[src/rtl/spi_pixel_loader.sv]
// Converts framed SPI bytes (command + payload) into pixel-memory writes and a
// frame show request for the WS2812B output engine.
module spi_pixel_loader #(
  parameter int NUM_PIXELS = 256,
  parameter int ADDR_W     = 8
) (
  input  logic              clk,
  input  logic              resetn,
  input  logic              spi_cs,
  input  logic [7:0]        rx_byte,
  input  logic              rx_done,
  input  logic              rx_first,
  output logic              pix_we,
  output logic [ADDR_W-1:0] pix_addr,
  output logic [23:0]       pix_data,
  output logic              show,
  output logic              err,
  output logic              busy
);

  typedef enum logic [2:0] {IDLE, ADDR_HI, ADDR_LO, PIX, DISCARD} state_t;

  localparam logic [16:0]       PIX_LIMIT = 17'(NUM_PIXELS);
  localparam logic [ADDR_W-1:0] LAST_ADDR = ADDR_W'(NUM_PIXELS - 1);

  state_t              state, state_d;
  logic                rx_done_p0, cs_p0;
  logic                vld_p1, first_p1;
  logic                cs_rise;
  logic [7:0]          addr_hi, addr_hi_d;
  logic [15:0]         addr16;
  logic [ADDR_W-1:0]   cnt, cnt_d;
  logic [1:0]          idx, idx_d;
  logic [7:0]          g_byte, g_d, r_byte, r_d;
  logic                pend, pend_d;
  logic                pix_we_d, show_d, err_d;
  logic [ADDR_W-1:0]   pix_addr_d;
  logic [23:0]         pix_data_d;

  function automatic logic [ADDR_W-1:0] wrap_inc(input logic [ADDR_W-1:0] a);
    return (a == LAST_ADDR) ? '0 : a + 1'b1;
  endfunction

  // stage p0: edge detect on rx_done / spi_cs; stage p1: one-cycle byte strobe
  always_ff @(posedge clk) begin
    rx_done_p0 <= rx_done;
    cs_p0      <= spi_cs;
    if (!resetn) begin
      vld_p1   <= 1'b0;
      first_p1 <= 1'b0;
    end else begin
      vld_p1 <= rx_done & ~rx_done_p0;
      if (rx_done & ~rx_done_p0)
        first_p1 <= rx_first;
    end
  end

  assign cs_rise = spi_cs & ~cs_p0;
  assign addr16  = {addr_hi, rx_byte};
  assign busy    = (state != IDLE);

  always_comb begin
    state_d    = state;
    addr_hi_d  = addr_hi;
    cnt_d      = cnt;
    idx_d      = idx;
    g_d        = g_byte;
    r_d        = r_byte;
    pend_d     = pend;
    pix_we_d   = 1'b0;
    show_d     = 1'b0;
    err_d      = 1'b0;
    pix_addr_d = pix_addr;
    pix_data_d = pix_data;
    if (cs_rise) begin
      // end of transaction drops any partial pixel and the byte in flight
      state_d = IDLE;
      idx_d   = '0;
      if (pend) begin
        show_d = 1'b1;
        pend_d = 1'b0;
      end
    end else if (vld_p1) begin
      if (first_p1) begin
        idx_d = '0;
        case (rx_byte)
          8'h01:   state_d = ADDR_HI;
          8'h02: begin
            pend_d  = 1'b1;
            state_d = DISCARD;
          end
          default: begin
            err_d   = 1'b1;
            state_d = DISCARD;
          end
        endcase
      end else begin
        case (state)
          ADDR_HI: begin
            addr_hi_d = rx_byte;
            state_d   = ADDR_LO;
          end
          ADDR_LO: begin
            if ({1'b0, addr16} >= PIX_LIMIT) begin
              err_d   = 1'b1;
              state_d = DISCARD;
            end else begin
              cnt_d   = addr16[ADDR_W-1:0];
              idx_d   = '0;
              state_d = PIX;
            end
          end
          PIX: begin
            case (idx)
              2'd0: begin
                g_d   = rx_byte;
                idx_d = 2'd1;
              end
              2'd1: begin
                r_d   = rx_byte;
                idx_d = 2'd2;
              end
              default: begin
                pix_we_d   = 1'b1;
                pix_addr_d = cnt;
                pix_data_d = {g_byte, r_byte, rx_byte};
                cnt_d      = wrap_inc(cnt);
                idx_d      = '0;
              end
            endcase
          end
          default: state_d = state;
        endcase
      end
    end
  end

  always_ff @(posedge clk) begin
    if (!resetn) begin
      state    <= IDLE;
      addr_hi  <= '0;
      cnt      <= '0;
      idx      <= '0;
      g_byte   <= '0;
      r_byte   <= '0;
      pend     <= 1'b0;
      pix_we   <= 1'b0;
      show     <= 1'b0;
      err      <= 1'b0;
      pix_addr <= '0;
      pix_data <= '0;
    end else begin
      state    <= state_d;
      addr_hi  <= addr_hi_d;
      cnt      <= cnt_d;
      idx      <= idx_d;
      g_byte   <= g_d;
      r_byte   <= r_d;
      pend     <= pend_d;
      pix_we   <= pix_we_d;
      show     <= show_d;
      err      <= err_d;
      pix_addr <= pix_addr_d;
      pix_data <= pix_data_d;
    end
  end

endmodule

[config.mk]
export PLATFORM = sky130hd
export DESIGN_NAME = spi_pixel_loader
export DESIGN_NICKNAME = d
export VERILOG_FILES = /design/src/rtl/spi_pixel_loader.sv
export SDC_FILE = /design/constraint.sdc
export NUM_CORES = 1
export LEC_CHECK = 0
export BUFFER_PORTS_ARGS = -buffer_cell sky130_fd_sc_hd__buf_2
export CAP_MARGIN = 20
export CORE_UTILIZATION = 30
export DETAILED_ROUTE_END_ITERATION = 8
export GPL_ROUTABILITY_DRIVEN = 0
export SETUP_SLACK_MARGIN = 0.1
export SLEW_MARGIN = 10
export SYNTH_ARGS = -nofsm -noshare
export SYNTH_HDL_FRONTEND = slang
export SYNTH_SLANG_ARGS = --single-unit
[constraint.sdc]
create_clock -name clk -period 1.85 [get_ports clk]
set_clock_uncertainty 0.05 [all_clocks]
set_input_delay 0 -clock clk [delete_from_list [all_inputs] [get_ports clk]]
set_output_delay 0 -clock clk [all_outputs]
set_load 0.01 [all_outputs]
==> flow_summary_export.csv <==
group,metric,value,unit
outcome,outcome,"finished, final reports clean",
sta,timing.hold.ws,0.2321,ns
floorplanning,core,9955,sq um
logic_synthesis,ys.flop_type,"dfxtp_1",
clock_network,cts_buffers,9,
setup_path,start_kind,"register",
logic_synthesis,yosysUniqueCellTypes,50,
logic_synthesis,syn_avg_cell_area,8.665,sq um
sta,max_freq,585.4,MHz
floorplanning,io_pins,49,
worst_hold_path,hold_path_class,"primary input to register",
clock_network,clkSinkCount,77,
final_layout,multiInputGateArea,1520,sq um
placement,dp_hpwl,5.460,mm
logic_synthesis,syn_area,3137,sq um
sta,worstMarginPinSlew,0.4448,ns
final_layout,fin_cells,570,
pwr,max-vdd-ir-drop,0.3714,mV
floorplanning,die_h,104.3,microns
logic_synthesis,synth-seq-cells,77,
clock_network,clk_pin_slew,0.08,ns
routing,drc,0,
setup_path,crit_fanout,3,
sta,finalHoldViolCount,0,
setup_path,crit_type,"register to register",
setup_path,worstPathArrival,1.95,ns
setup_path,cp_data_required_time,2.09,ns
global_route,grt_pass1_wl,13.22,mm
routing,vias,2815,
routing,drt_first_iter_violations,105,
logic_synthesis,synth_edf_count,0,
global_route,grt_max_degree,34,
routing,drtPass1Iterations,4,
final_layout,nFillCells,1042,
routing,viasPerCell,4.939,
global_route,grt_remaining_overflow,0,
setup_path,endpoint_kind,"register",
logic_synthesis,synth.yosys.seq_area_share,0.4914,
clock_network,clock-root-buffer,"clkbuf_8",
sta,rsz0062_at_grt,"yes",
floorplanning,fp.dieArea,10870,sq um
sta,period_share,0.9234,
logic_synthesis,netlist_instances,362,
floorplanning,fp-row-count,36,
sta,final-setup-viol-count,0,
placement,port_buffers,48,
clock_network,clock_latency,0.35,ns
routing,avgRoutedWirePerCell,14.22,microns
global_route,grtUsageTotal,0.1548,
sta,fin_crit,1.708,ns
routing,drt-total-wl,8.106,mm
final_layout,diodes,0,
routing,antenna_left,0,
logic_synthesis,yosys_warnings,0,
clock_network,cts.path.max_buffers,2,
clock_network,cts_tree,"built",
floorplanning,die_w,104.3,microns
clock_network,htree_levels,3,
run,maxCapViolCount,0,
pwr,p_total,0.002972,W
pwr,cellPowerDensity,744.8,nW/um^2
floorplanning,start_util,0.3151,
pwr,leakagePower,1.639,nW
sta,slew_headroom,0.7012,
final_layout,nets,446,
placement,dp.cells,540,
global_route,grt_pass1_vias,2656,
final_layout,drive_gt1_frac,0.2380,
placement,pre_cts_slack,-0.003750,ns
logic_synthesis,synth-async-reset-ratio,0,
final_layout,seq_area,1548,sq um
sta,setup_slack,0.1417,ns
global_route,antenna_found_initial,0,
sta,drv_slew,0,
final_layout,area_growth,27.20,%
logic_synthesis,synth_nets,376,
[layer usage]
metal | vias up | GRT usage | part of all wire
li1 | 1397 | - | -
met1 | 1318 | 0.2075 | 0.47
met2 | 82 | 0.2343 | 0.45
met3 | 18 | 0.03133 | 0.053
met4 | 0 | 0.08061 | 0.028
met5 | - | 0 | 0
[Yosys cell counts, drive strengths merged (2+ instances only)]
library cell | n | share of area
nand2 | 78 | 0.093
dfxtp | 77 | 0.49
a21oi | 41 | 0.065
nor2 | 34 | 0.041
mux2i | 25 | 0.080
clkbuf | 18 | 0.022
o21ai | 6 | 0.0096
buf | 5 | 0.010
nand3 | 5 | 0.0080
nor4 | 5 | 0.019
a31oi | 4 | 0.0080
and3 | 4 | 0.0080
inv | 4 | 0.0048
nor2b | 4 | 0.0080
nor3 | 4 | 0.0064
o311ai | 4 | 0.011
o31ai | 4 | 0.0096
a211oi | 3 | 0.0072
and2 | 3 | 0.0060
nand2b | 3 | 0.0060
o211ai | 3 | 0.0072
nand4 | 2 | 0.0040
nor4b | 2 | 0.0056
or3b | 2 | 0.0064
[final cells by class]
| class | count | share of cell area |
|---|---|---|
| timing repair buffer | 82 | 0.1399 |
| clock buffer | 10 | 0.03449 |
| clock inverter | 6 | 0.01129 |
| inverter | 4 | 0.003763 |
| multi-input combinational | 258 | 0.3810 |
| tap | 133 | 0.04171 |
| sequential | 77 | 0.3879 |
[worst paths after layout]
kind | startpoint | endpoint | slack [ns] | depth (start not counted)
worst max-delay path | addr_hi[7]$_SDFFE_PN0P_ | state[1]$_SDFFE_PP0P_ | 0.14 | 5
worst min-delay path | rx_done | rx_done_p0$_DFF_P_ | 0.23 | 2
worst max register to register | addr_hi[7]$_SDFFE_PN0P_ | state[1]$_SDFFE_PP0P_ | 0.14 | 5
worst min register to register | pix_addr[5]$_SDFFE_PN0P_ | pix_addr[5]$_SDFFE_PN0P_ | 0.40 | 2
[where the power goes]
part           internal (W)  switching [W]  total (W)
combinational     0.0000532      0.0000844   0.000138
clock              0.000530       0.000642    0.00117
sequential          0.00166     0.00000226    0.00166
total               0.00224       0.000728    0.00297
[flip-flops by register name, indices dropped and copies added (netlist names), 2 cells and up]
| signal | cells |
|---|---|
| addr_hi | 8 |
| r_byte | 8 |
| cnt | 8 |
| g_byte | 8 |
| state | 3 |
| idx | 2 |
| pix_addr | 8 |
| pix_data | 24 |
[cell usage in the layout (no fill, tap or decap), drive strengths merged, types with 2 or more instances in the layout]
master	instances
nand2b	3
mux2i	25
or3b	2
nor4b	2
o31ai	4
a31oi	4
nand3	5
clkbuf	10
nand4	2
clkinvlp	3
dlygate4sd3	12
inv	6
buf	70
a21oi	41
nor4	5
and3	4
nor2b	4
o311ai	4
nor3	4
nand2	78
o211ai	3
nor2	34
o21ai	6
a211oi	3
dfxtp	77
and2	3
[worst max-delay path: stages (launching register included)]
cell     delay [ns]
dfxtp_2        0.34
nor4_4         0.33
buf_4          0.18
a21oi_1        0.10
or4_1          0.52
a21oi_1        0.13
[kinds of logic (layout without fill, tap and decap cells)]
group | after synthesis | count (layout) | synth area share
XOR/XNOR | 2 | 2 | 0.005585
AO/OA/AOI/OAI | 74 | 74 | 0.1440
multiplexers | 26 | 26 | 0.08337
flip-flops | 77 | 77 | 0.4914
adder cells (fa/ha/maj) | 1 | 1 | 0.003988
AND/OR/NAND/NOR | 155 | 155 | 0.2353
buffers and inverters | 27 | 102 | 0.03630
[stage by stage]
stage	cell area, sq um	TNS (ns)	util
global placement	3621	0	0.3638
finish	3990	0	0.4008
CTS	3950	0	0.3968
floorplan	3144	0	-
global route	3990	0	0.4008
detailed placement	3621	-0.003750	0.3638
[what timing repair did]
item | in CTS | in global routing
hold endpoints to repair | 33 | 0
setup buffers | 0 | 2
endpoints found under the setup margin | 8 | 24
hold buffers | 12 | 0
resized for setup | 4 | 9
pin swaps | 0 | 2
cloned | 0 | 0
(Power assumes the default switching activity.)
